**src/rtl/uart_pkg.sv**
```systemverilog
// Shared constants and types for the memory-mapped UART transmitter.
package uart_pkg;

  localparam logic [1:0] REG_TXDATA = 2'd0;
  localparam logic [1:0] REG_STATUS = 2'd1;
  localparam logic [1:0] REG_CTRL   = 2'd2;

  localparam int ST_FULL    = 0;
  localparam int ST_EMPTY   = 1;
  localparam int ST_BUSY    = 2;
  localparam int ST_OVF     = 3;
  localparam int ST_CNT_LSB = 8;

  typedef enum logic [1:0] {IDLE, START, DATA, STOP} uart_tx_state_t;

endpackage

```
**src/rtl/sync_fifo.sv**
```systemverilog
// Show-ahead synchronous FIFO.
// A push is accepted when full only if a pop frees a slot in the same cycle.
module sync_fifo #(
  parameter int WIDTH = 8,
  parameter int DEPTH = 16
) (
  input  logic                       clk,
  input  logic                       reset_i,
  input  logic                       push_i,
  input  logic                       pop_i,
  input  logic [WIDTH-1:0]           data_i,
  output logic [WIDTH-1:0]           data_o,
  output logic                       full_o,
  output logic                       empty_o,
  output logic [$clog2(DEPTH):0]     count_o
);

  localparam int AW = $clog2(DEPTH);
  localparam int CW = AW + 1;

  logic [WIDTH-1:0] mem [DEPTH];
  logic [AW-1:0]    wr_ptr;
  logic [AW-1:0]    rd_ptr;
  logic [CW-1:0]    count;
  logic             do_push;
  logic             do_pop;

  assign full_o  = (count == CW'(DEPTH));
  assign empty_o = (count == '0);
  assign count_o = count;
  assign data_o  = mem[rd_ptr];

  assign do_pop  = pop_i & ~empty_o;
  assign do_push = push_i & (~full_o | do_pop);

  always_ff @(posedge clk) begin
    if (reset_i) begin
      wr_ptr <= '0;
      rd_ptr <= '0;
      count  <= '0;
    end else begin
      if (do_push) wr_ptr <= wr_ptr + AW'(1);
      if (do_pop)  rd_ptr <= rd_ptr + AW'(1);
      case ({do_push, do_pop})
        2'b10:   count <= count + CW'(1);
        2'b01:   count <= count - CW'(1);
        default: count <= count;
      endcase
    end
  end

  always_ff @(posedge clk) begin
    if (do_push) mem[wr_ptr] <= data_i;
  end

endmodule

```
**src/rtl/mmio_uart_tx.sv**
```systemverilog
// Memory-mapped 8N1 UART transmitter with TX FIFO and combinational status read.
// Optional UART_TX_IRQ_EN adds a CTRL register and a registered idle interrupt irq_o.
module mmio_uart_tx
  import uart_pkg::*;
#(
  parameter logic [31:0] BASE_ADDR    = 32'hF000_0000,
  parameter int          CLKS_PER_BIT = 868,
  parameter int          FIFO_DEPTH   = 16
) (
  input  logic        clk,
  input  logic        reset_i,
  input  logic [31:0] addr_i,
  input  logic        we_i,
  input  logic [31:0] data_in_i,
  output logic [31:0] data_out_o,
  output logic        sel_o,
`ifdef UART_TX_IRQ_EN
  output logic        irq_o,
`endif
  output logic        tx_o
);

  localparam int BW = $clog2(CLKS_PER_BIT);
  localparam int CW = $clog2(FIFO_DEPTH) + 1;
  localparam logic [BW-1:0] BAUD_MAX = BW'(CLKS_PER_BIT - 1);

  uart_tx_state_t state, state_n;
  logic [BW-1:0]  baud_cnt, baud_n;
  logic [2:0]     bit_idx, bit_n;
  logic [7:0]     shift_r, shift_n;

  logic          wr_tx, wr_st, wr_q, st_q, push_edge, st_edge;
  logic          pop, overflow;
  logic          fifo_full, fifo_empty;
  logic [7:0]    fifo_data;
  logic [CW-1:0] fifo_count;
  logic [31:0]   status;
  logic          unused_bits;

  assign sel_o = (addr_i[31:4] == BASE_ADDR[31:4]);
  assign wr_tx = sel_o & we_i & (addr_i[3:2] == REG_TXDATA);
  assign wr_st = sel_o & we_i & (addr_i[3:2] == REG_STATUS);

  // The core holds we_i for two cycles per store, so only the rising edge acts.
  assign push_edge = wr_tx & ~wr_q;
  assign st_edge   = wr_st & ~st_q;
  assign unused_bits = ^{addr_i[1:0], data_in_i[31:8]};

  always_ff @(posedge clk) begin
    if (reset_i) begin
      wr_q     <= 1'b0;
      st_q     <= 1'b0;
      overflow <= 1'b0;
    end else begin
      wr_q <= wr_tx;
      st_q <= wr_st;
      if (push_edge & fifo_full & ~pop)        overflow <= 1'b1;
      else if (st_edge & data_in_i[ST_OVF])   overflow <= 1'b0;
    end
  end

  sync_fifo #(.WIDTH(8), .DEPTH(FIFO_DEPTH)) u_fifo (
    .clk     (clk),
    .reset_i (reset_i),
    .push_i  (push_edge),
    .pop_i   (pop),
    .data_i  (data_in_i[7:0]),
    .data_o  (fifo_data),
    .full_o  (fifo_full),
    .empty_o (fifo_empty),
    .count_o (fifo_count)
  );

  always_ff @(posedge clk) begin
    if (reset_i) begin
      state    <= IDLE;
      baud_cnt <= '0;
      bit_idx  <= '0;
      shift_r  <= '0;
    end else begin
      state    <= state_n;
      baud_cnt <= baud_n;
      bit_idx  <= bit_n;
      shift_r  <= shift_n;
    end
  end

  always_comb begin
    state_n = state;
    baud_n  = baud_cnt;
    bit_n   = bit_idx;
    shift_n = shift_r;
    pop     = 1'b0;
    tx_o    = 1'b1;
    case (state)
      IDLE: begin
        if (!fifo_empty) begin
          pop     = 1'b1;
          shift_n = fifo_data;
          baud_n  = BAUD_MAX;
          state_n = START;
        end
      end
      START: begin
        tx_o = 1'b0;
        if (baud_cnt == '0) begin
          state_n = DATA;
          bit_n   = 3'd0;
          baud_n  = BAUD_MAX;
        end else begin
          baud_n = baud_cnt - BW'(1);
        end
      end
      DATA: begin
        tx_o = shift_r[0];
        if (baud_cnt == '0) begin
          shift_n = {1'b0, shift_r[7:1]};
          baud_n  = BAUD_MAX;
          if (bit_idx == 3'd7) state_n = STOP;
          else                 bit_n   = bit_idx + 3'd1;
        end else begin
          baud_n = baud_cnt - BW'(1);
        end
      end
      STOP: begin
        if (baud_cnt == '0) state_n = IDLE;
        else                baud_n  = baud_cnt - BW'(1);
      end
      default: state_n = IDLE;
    endcase
  end

`ifdef UART_TX_IRQ_EN
  logic wr_ct, ct_q, irq_en, irq_r;

  assign wr_ct = sel_o & we_i & (addr_i[3:2] == REG_CTRL);
  assign irq_o = irq_r;

  always_ff @(posedge clk) begin
    if (reset_i) begin
      ct_q   <= 1'b0;
      irq_en <= 1'b0;
      irq_r  <= 1'b0;
    end else begin
      ct_q <= wr_ct;
      if (wr_ct & ~ct_q) irq_en <= data_in_i[0];
      irq_r <= irq_en & fifo_empty & (state == IDLE);
    end
  end
`endif

  always_comb begin
    status                     = '0;
    status[ST_FULL]            = fifo_full;
    status[ST_EMPTY]           = fifo_empty;
    status[ST_BUSY]            = (state != IDLE);
    status[ST_OVF]             = overflow;
    status[ST_CNT_LSB +: 8]    = 8'(fifo_count);
  end

  // Read data has no side effects; the core samples it in the same cycle.
  always_comb begin
    data_out_o = '0;
    if (sel_o) begin
      case (addr_i[3:2])
        REG_STATUS: data_out_o = status;
`ifdef UART_TX_IRQ_EN
        REG_CTRL:   data_out_o = {31'b0, irq_en};
`endif
        default:    data_out_o = '0;
      endcase
    end
  end

endmodule
```
**config.mk**
```make
export PLATFORM = sky130hd
export DESIGN_NAME = mmio_uart_tx
export DESIGN_NICKNAME = d
export VERILOG_FILES = /design/src/rtl/uart_pkg.sv /design/src/rtl/sync_fifo.sv /design/src/rtl/mmio_uart_tx.sv
export SDC_FILE = /design/constraint.sdc
export NUM_CORES = 1
export LEC_CHECK = 0
export CORE_MARGIN = 4
export CORE_UTILIZATION = 41
export DETAILED_ROUTE_END_ITERATION = 8
export PLACE_DENSITY = 0.68
export SKIP_CTS_REPAIR_TIMING = 1
export SLEW_MARGIN = 5
export SYNTH_ARGS = -nofsm -noshare
export SYNTH_HDL_FRONTEND = slang
export SYNTH_SLANG_ARGS = --single-unit
```
**constraint.sdc**
```tcl
create_clock -name clk -period 3.8 [get_ports clk]
set_input_delay 0.76 -clock clk [delete_from_list [all_inputs] [get_ports clk]]
set_output_delay 0.76 -clock clk [all_outputs]
set_load 0.02 [all_outputs]
```
## Yosys cells after proc, flatten, opt, wreduce, memory -nomap -nowiden

Memory sizes are Yosys's and may differ from the RTL's. A register that Yosys moved wholly into a read port is not among the register bits.
Cells that the tools add are included.

| cells by class | value |
|---|---|
| $add $sub $neg | 6 |
| multipliers | 0 |
| div/mod/pow operators | 0 |
| magnitude comparators | 0 |
| eq/ne operators | 16 |
| shift-type cells | 0 |
| mux-type cells | 29 |
| bitwise gates (word level) | 16 |
| reductions and logical operators | 14 |

Operators by type and width:

| cell | count |
|---|---|
| $mux W10 | 3 |
| $pmux W10 S3 | 1 |
| $eq A28 B28 Y1 const B | 1 |
| $mux W13 | 2 |
| $mux W8 | 2 |
| $pmux W8 S2 | 1 |
| $ne A2 B2 Y1 const B | 7 |
| $and A1 B1 Y1 | 10 |
| $logic_not A10 Y1 | 1 |
| $mux W2 | 5 |
| $pmux W5 S2 | 1 |
| $reduce_bool A2 Y1 | 5 |
| $sub A10 B1 Y10 const B | 1 |
| $mux W3 | 3 |
| $add A4 B1 Y4 const B | 2 |
| $mux W4 | 2 |
| $pmux W2 S4 | 1 |
| $eq A2 B1 Y1 const B | 3 |
| $eq A2 B2 Y1 const B | 3 |
| $mux W1 | 6 |
| $pmux W3 S2 | 1 |
| $add A5 B1 Y5 const B | 1 |
| $eq A5 B5 Y1 const B | 1 |
| $logic_not A5 Y1 | 1 |
| other kinds (12) | 17 |

| word-level totals | value |
|---|---|
| flip-flop bits (word level) | 39 |
| bits in latches | 0 |
| RAM bits | 128 |
| memory bits (read-only) | 0 |
| bits of input ports | 67 |
| output and inout bits | 34 |
| logic and storage cells | 92 |
| memories | 1 |

Memory list:

| name | depth | width | rd ports | clocked after memory_dff | write ports | line | text |
|---|---|---|---|---|---|---|---|
| u_fifo.mem | 16 | 8 | 1 | 1 | 1 | sync_fifo.sv:21 | `logic [WIDTH-1:0] mem [DEPTH];` |

## Longest topological paths before layout

| logic depth | value |
|---|---|
| depth in word-level cells | 8 |
| gate-level depth with buffers | 16 |
| gate-level depth less buffers | 14 |

## Cells and area by module

A second synthesis with hierarchy kept.

| second synthesis, totals | value |
|---|---|
| cell total of the unflattened synthesis | 542 |
| area, all modules | 7701.1 um^2 |

Modules (own cells, without submodules):

| module | instances | cells an instance | area an instance (um^2) | sequential area each (um^2) |
|---|---|---|---|---|
| sync_fifo | 1 | 326 | 5858.1 | 4184.0 |
| mmio_uart_tx | 1 | 216 | 1843.0 | 520.5 |

## Least setup slack after synthesis

No wires, ideal clock.

| timing path | value |
|---|---|
| path type | input to register |
| from | input addr_i[6] |
| to | register u_fifo.count[4] (netlist: u_fifo.count_o[4]) |
| library setup time | 0.119 ns |
| arrival | 3.399 ns |
| setup slack | 0.282 ns |
| stages on the path | 14 |
| path buffers | 2 |
| cells stage by stage | nor4_2 > nand4_2 > nor4_4 > inv_2 > buf_2 > ha_1 > clkbuf_1 > xor2_1 > ha_1 > a21oi_1 > o22ai_1 > a222oi_1 > or4_1 > nand2_1 |

| on the way | value |
|---|---|
| word-level cells in the longest chain between the ends | 7 |
| elaborated cells between the ends (all ways) | 9 |
| those cells by class | eq/ne (3); mux (1); bitwise (4); reduce/logical (1) |

Ends and longest elaborated chain:

| what | line | text |
|---|---|---|
| start, declared | mmio_uart_tx.sv:12 | `input logic [31:0] addr_i,` |
| $eq A28 B28 Y1 * | mmio_uart_tx.sv:40 | `assign sel_o = (addr_i[31:4] == BASE_ADDR[31:4]);` |
| $and A1 B1 Y1 * (2 in series) | mmio_uart_tx.sv:41 | `assign wr_tx = sel_o & we_i & (addr_i[3:2] == REG_TXDATA);` |
| $and A1 B1 Y1 * | mmio_uart_tx.sv:45 | `assign push_edge = wr_tx & ~wr_q;` |
| $and A1 B1 Y1 * | sync_fifo.sv:34 | `assign do_push = push_i & (~full_o \| do_pop);` |
| $eq A2 B1 Y1 / $eq A2 B2 Y1 (equally long branches) | sync_fifo.sv:44 | `case ({do_push, do_pop})` |
| $pmux W5 S2 / $reduce_bool A2 Y1 (equally long branches) | - |  |
| end signal, assigned | sync_fifo.sv:45 | `2'b10: count <= count + CW'(1);` |
| end signal, assigned | sync_fifo.sv:46 | `2'b01: count <= count - CW'(1);` |
| end signal, assigned | sync_fifo.sv:47 | `default: count <= count;` |
| end, declared | sync_fifo.sv:24 | `logic [CW-1:0] count;` |

Every way passes the cells marked *; elsewhere a longest branch is shown, timed or not.
A chain may end at the register's enable or synchronous reset.

## Worst setup path after layout

| timing path | value |
|---|---|
| from | input addr_i[28] |
| to | output sel_o |

| on the way | value |
|---|---|
| word-level cells in the longest chain between the ends | 1 |

Ends and longest elaborated chain:

| what | line | text |
|---|---|---|
| $eq A28 B28 Y1 | mmio_uart_tx.sv:40 |  |
| end, declared | mmio_uart_tx.sv:16 | `output logic sel_o,` |

Every way passes these cells.

==> impl_metrics.json <==
{
  "lkg_pwr_nw": 3.174,
  "worst_pin_slew_ns": 0.7813,
  "yosys_warnings": 0,
  "setup.worst_path.end_class": "output pin",
  "route.detailed.wl_per_inst_um": 18.07,
  "critical-path-top-cell-by-count": "clkdlybuf4s50_1",
  "hold_ws_ns": 0.4733,
  "yosysTopAreaCellShare": 0.5117,
  "clk_latency_ns": 0.44,
  "post_synth_inst_count": 529,
  "period_minus_slack_ns": 3.491,
  "finalCritPeriodShare": 0.9187,
  "crit_slowest_cell": "clkdlybuf4s50_1",
  "gp_congestion": 0.8154,
  "first_pass_grt_wire_length_um": 24180,
  "dpl_cell_area_sq_um": 8314,
  "detail_route.drc_violations": 0,
  "drive_gt1_frac": 0.1713,
  "clockRootBuffer": "clkbuf_16",
  "synth_sequential_area_ratio": 0.6264,
  "run_status": "complete, no violations",
  "path_cells": "clkdlybuf4s50_1 > nor4bb_1 > nand3_1 > buf_4 > nor2_1 > clkdlybuf4s50_1",
  "path_delay_family": "buffers and inverters",
  "p_int_mw": 3.352,
  "synth_enable_flop_cells": 128,
  "path_clk_slew_ns": 0.06,
  "max-slew-margin-rel": 0.4784,
  "asyncSetResetFlopFracSynth": 0,
  "n_antenna_cell": 0,
  "crit_path_start_kind": "primary input",
  "number_of_rows_in_the_core_area": 49,
  "dpl.hpwl_um": 10450,
  "grt_setup_unrepaired": "false",
  "final_net_count": 683,
  "p_seq_frac": 0.455,
  "critPathMaxStageDelay_ns": 0.67,
  "library_cells_used_by_synthesis": 51,
  "post-synth-top-area-cell": "edfxtp_1",
  "synth.ff_latch_count": 171,
  "final-hold-violation-count": 0,
  "report.power.total_mw": 4.751,
  "fp.dieArea_sq_um": 20550,
  "io_pins": 101,
  "p_switching_mw": 1.399,
  "slew_violations": 0,
  "fin_ws_ns": 0.3091,
  "fmax_ghz": 0.2865,
  "clock_tree_from_tritoncts": "yes",
  "setup_tns_ns": 0,
  "power.share.clock": 0.350,
  "post_synth_main_area_contributors": "edfxtp_1 (51%), dfxtp_1 (11%), mux4_2 (9.6%), ha_1 (2.7%), buf_4 (2.3%)",
  "pwr-share-comb": 0.196,
  "timing_worst_setup_path_type": "primary input to output pin",
  "placement.setup.worst_slack_ns": -0.03995,
  "min_path_type": "register to register",
  "post-route-cell-area_sq_um": 8917,
  "die_width_um": 143.4,
  "port_buffers": 51,
  "dpl.cell_count": 810,
  "die_height_um": 143.4,
  "fin_util": 0.4964,
  "power.share.switching": 0.2945,
  "mostFrequentLayoutCells": "edfxtp_1 (128), nor2_1 (45), dfxtp_1 (42), clkdlybuf4s50_1 (42), mux4_2 (32)",
  "critical_path_required_ns": 3.04,
  "bufs_on_longest_clock_path": 2,
  "worst_clock_skew_ns": 0.01389,
  "antenna_violations_before_repair": 0,
  "crit_arrival_ns": 2.73,
  "syn2layout_area_growth_pct": 18.72,
  "grt_pass1_vias": 4625,
  "path_buf_inv": 3,
  "finalSetupViolCount": 0,
  "main_flop_type_after_synthesis": "edfxtp_1",
  "final_antenna_net_count": 0,
  "synthesis.area_per_instance_sq_um": 14.20,
  "globalRouteTotalUtil": 0.1558,
  "viasPerCell": 5.443,
  "critical_path.max_fanout": 3,
  "pwr_density_cell_nw_per_um2": 532.8,
  "grt_start_max_net_pins": 24,
  "max_rail_drop_vdd_mv": 0.3965,
  "grt_remaining_overflow": 0,
  "core_area_sq_um": 17960,
  "start_util": 0.4181,
  "detailroute.via_count": 4583,
  "cts.htree.levels": 4,
  "finalWirelength_um": 15210,
  "drc_marker_count_from_the_first_detailed_route_iteration": 370,
  "syn_area_sq_um": 7511,
  "drt-pass1-iter-count": 4,
  "final_common_cell": "edfxtp_1",
  "max_cap_violations": 0,
  "cts_sinks": 171,
  "final_cell_count_no_fill": 842,
  "numCtsBuffers": 17
}
worst paths after layout:
check / end / cells past startpoint / from / slack, ns
setup reg to reg: u_fifo.count_o[4] / 10 / u_fifo.count_o[0] / 1.07
hold reg to reg: shift_r[0] / 2 / shift_r[0] / 0.47
hold / removal: shift_r[0] / 2 / shift_r[0] / 0.47
setup / recovery: sel_o / 6 / addr_i[28] / 0.31
registers in the layout (all words and copies together), names as in the netlist, named ones only:
| register | count |
|---|---|
| u_fifo.wr_ptr | 4 |
| wr_q | 1 |
| baud_cnt | 10 |
| state | 2 |
| u_fifo.count_o | 5 |
| u_fifo.mem | 128 |
| shift_r | 8 |
| overflow | 1 |
| u_fifo.rd_ptr | 4 |
| bit_idx | 3 |
| st_q | 1 |
kinds of logic (layout without fill, tap and decap cells):
group,Yosys count,in the layout,synth area share
xor+xnor,12,12,0.01399
compound gates,73,73,0.06414
other cells,1,23,0.0004993
fa+ha+maj,16,16,0.02665
simple gates,151,151,0.1173
buf+inv,66,128,0.04581
mux,39,39,0.1053
flops,171,171,0.6264
cell usage after synthesis, types with 10 or more instances:
cell type and n:
nor3_1 15, nor2b_1 10, nand2_1 10, dfxtp_1 43
a211oi_1 12, buf_4 23, inv_1 18, a21oi_1 21
ha_1 16, a22oi_1 18, mux4_2 32, nor2_1 45
edfxtp_1 128, o21ai_0 11, nor4_1 15, clkbuf_1 14
and2_1 13
metal layers:
metal / track usage / vias to the layer above / wire, um
met3: 0.03960 / 23 / 792
met5: 0 / - / 0
met2: 0.2671 / 129 / 7820
li1: - / 2132 / -
met4: 0.04955 / 0 / 245
met1: 0.1952 / 2299 / 6356
power groups by stage:
stage,clock [mW],sequential [mW],combinational [mW]
global placement,0,2.20,0.887
CTS,1.69,2.16,0.928
global route,1.77,2.18,1.03
finish,1.66,2.16,0.930
floorplan,0,2.16,0.740
detailed placement,0,2.20,0.922
tightest hold or removal path, stage by stage (launching register included):
cell	delay (ns)
dfxtp_1	0.30
inv_1	0.06
a211oi_1	0.06
layout make-up:
cell class                      instances  area (sq um)
Clock inverter                         15         155.1
Inverter                               19         71.32
Clock buffer                           17         425.4
Multi-Input combinational cell        314          2545
Timing Repair Buffer                   77         728.2
Tap cell                              229         286.5
Sequential cell                       171          4706
Fill cell                            1501          9046
Power figures use the tool's default switching activity.
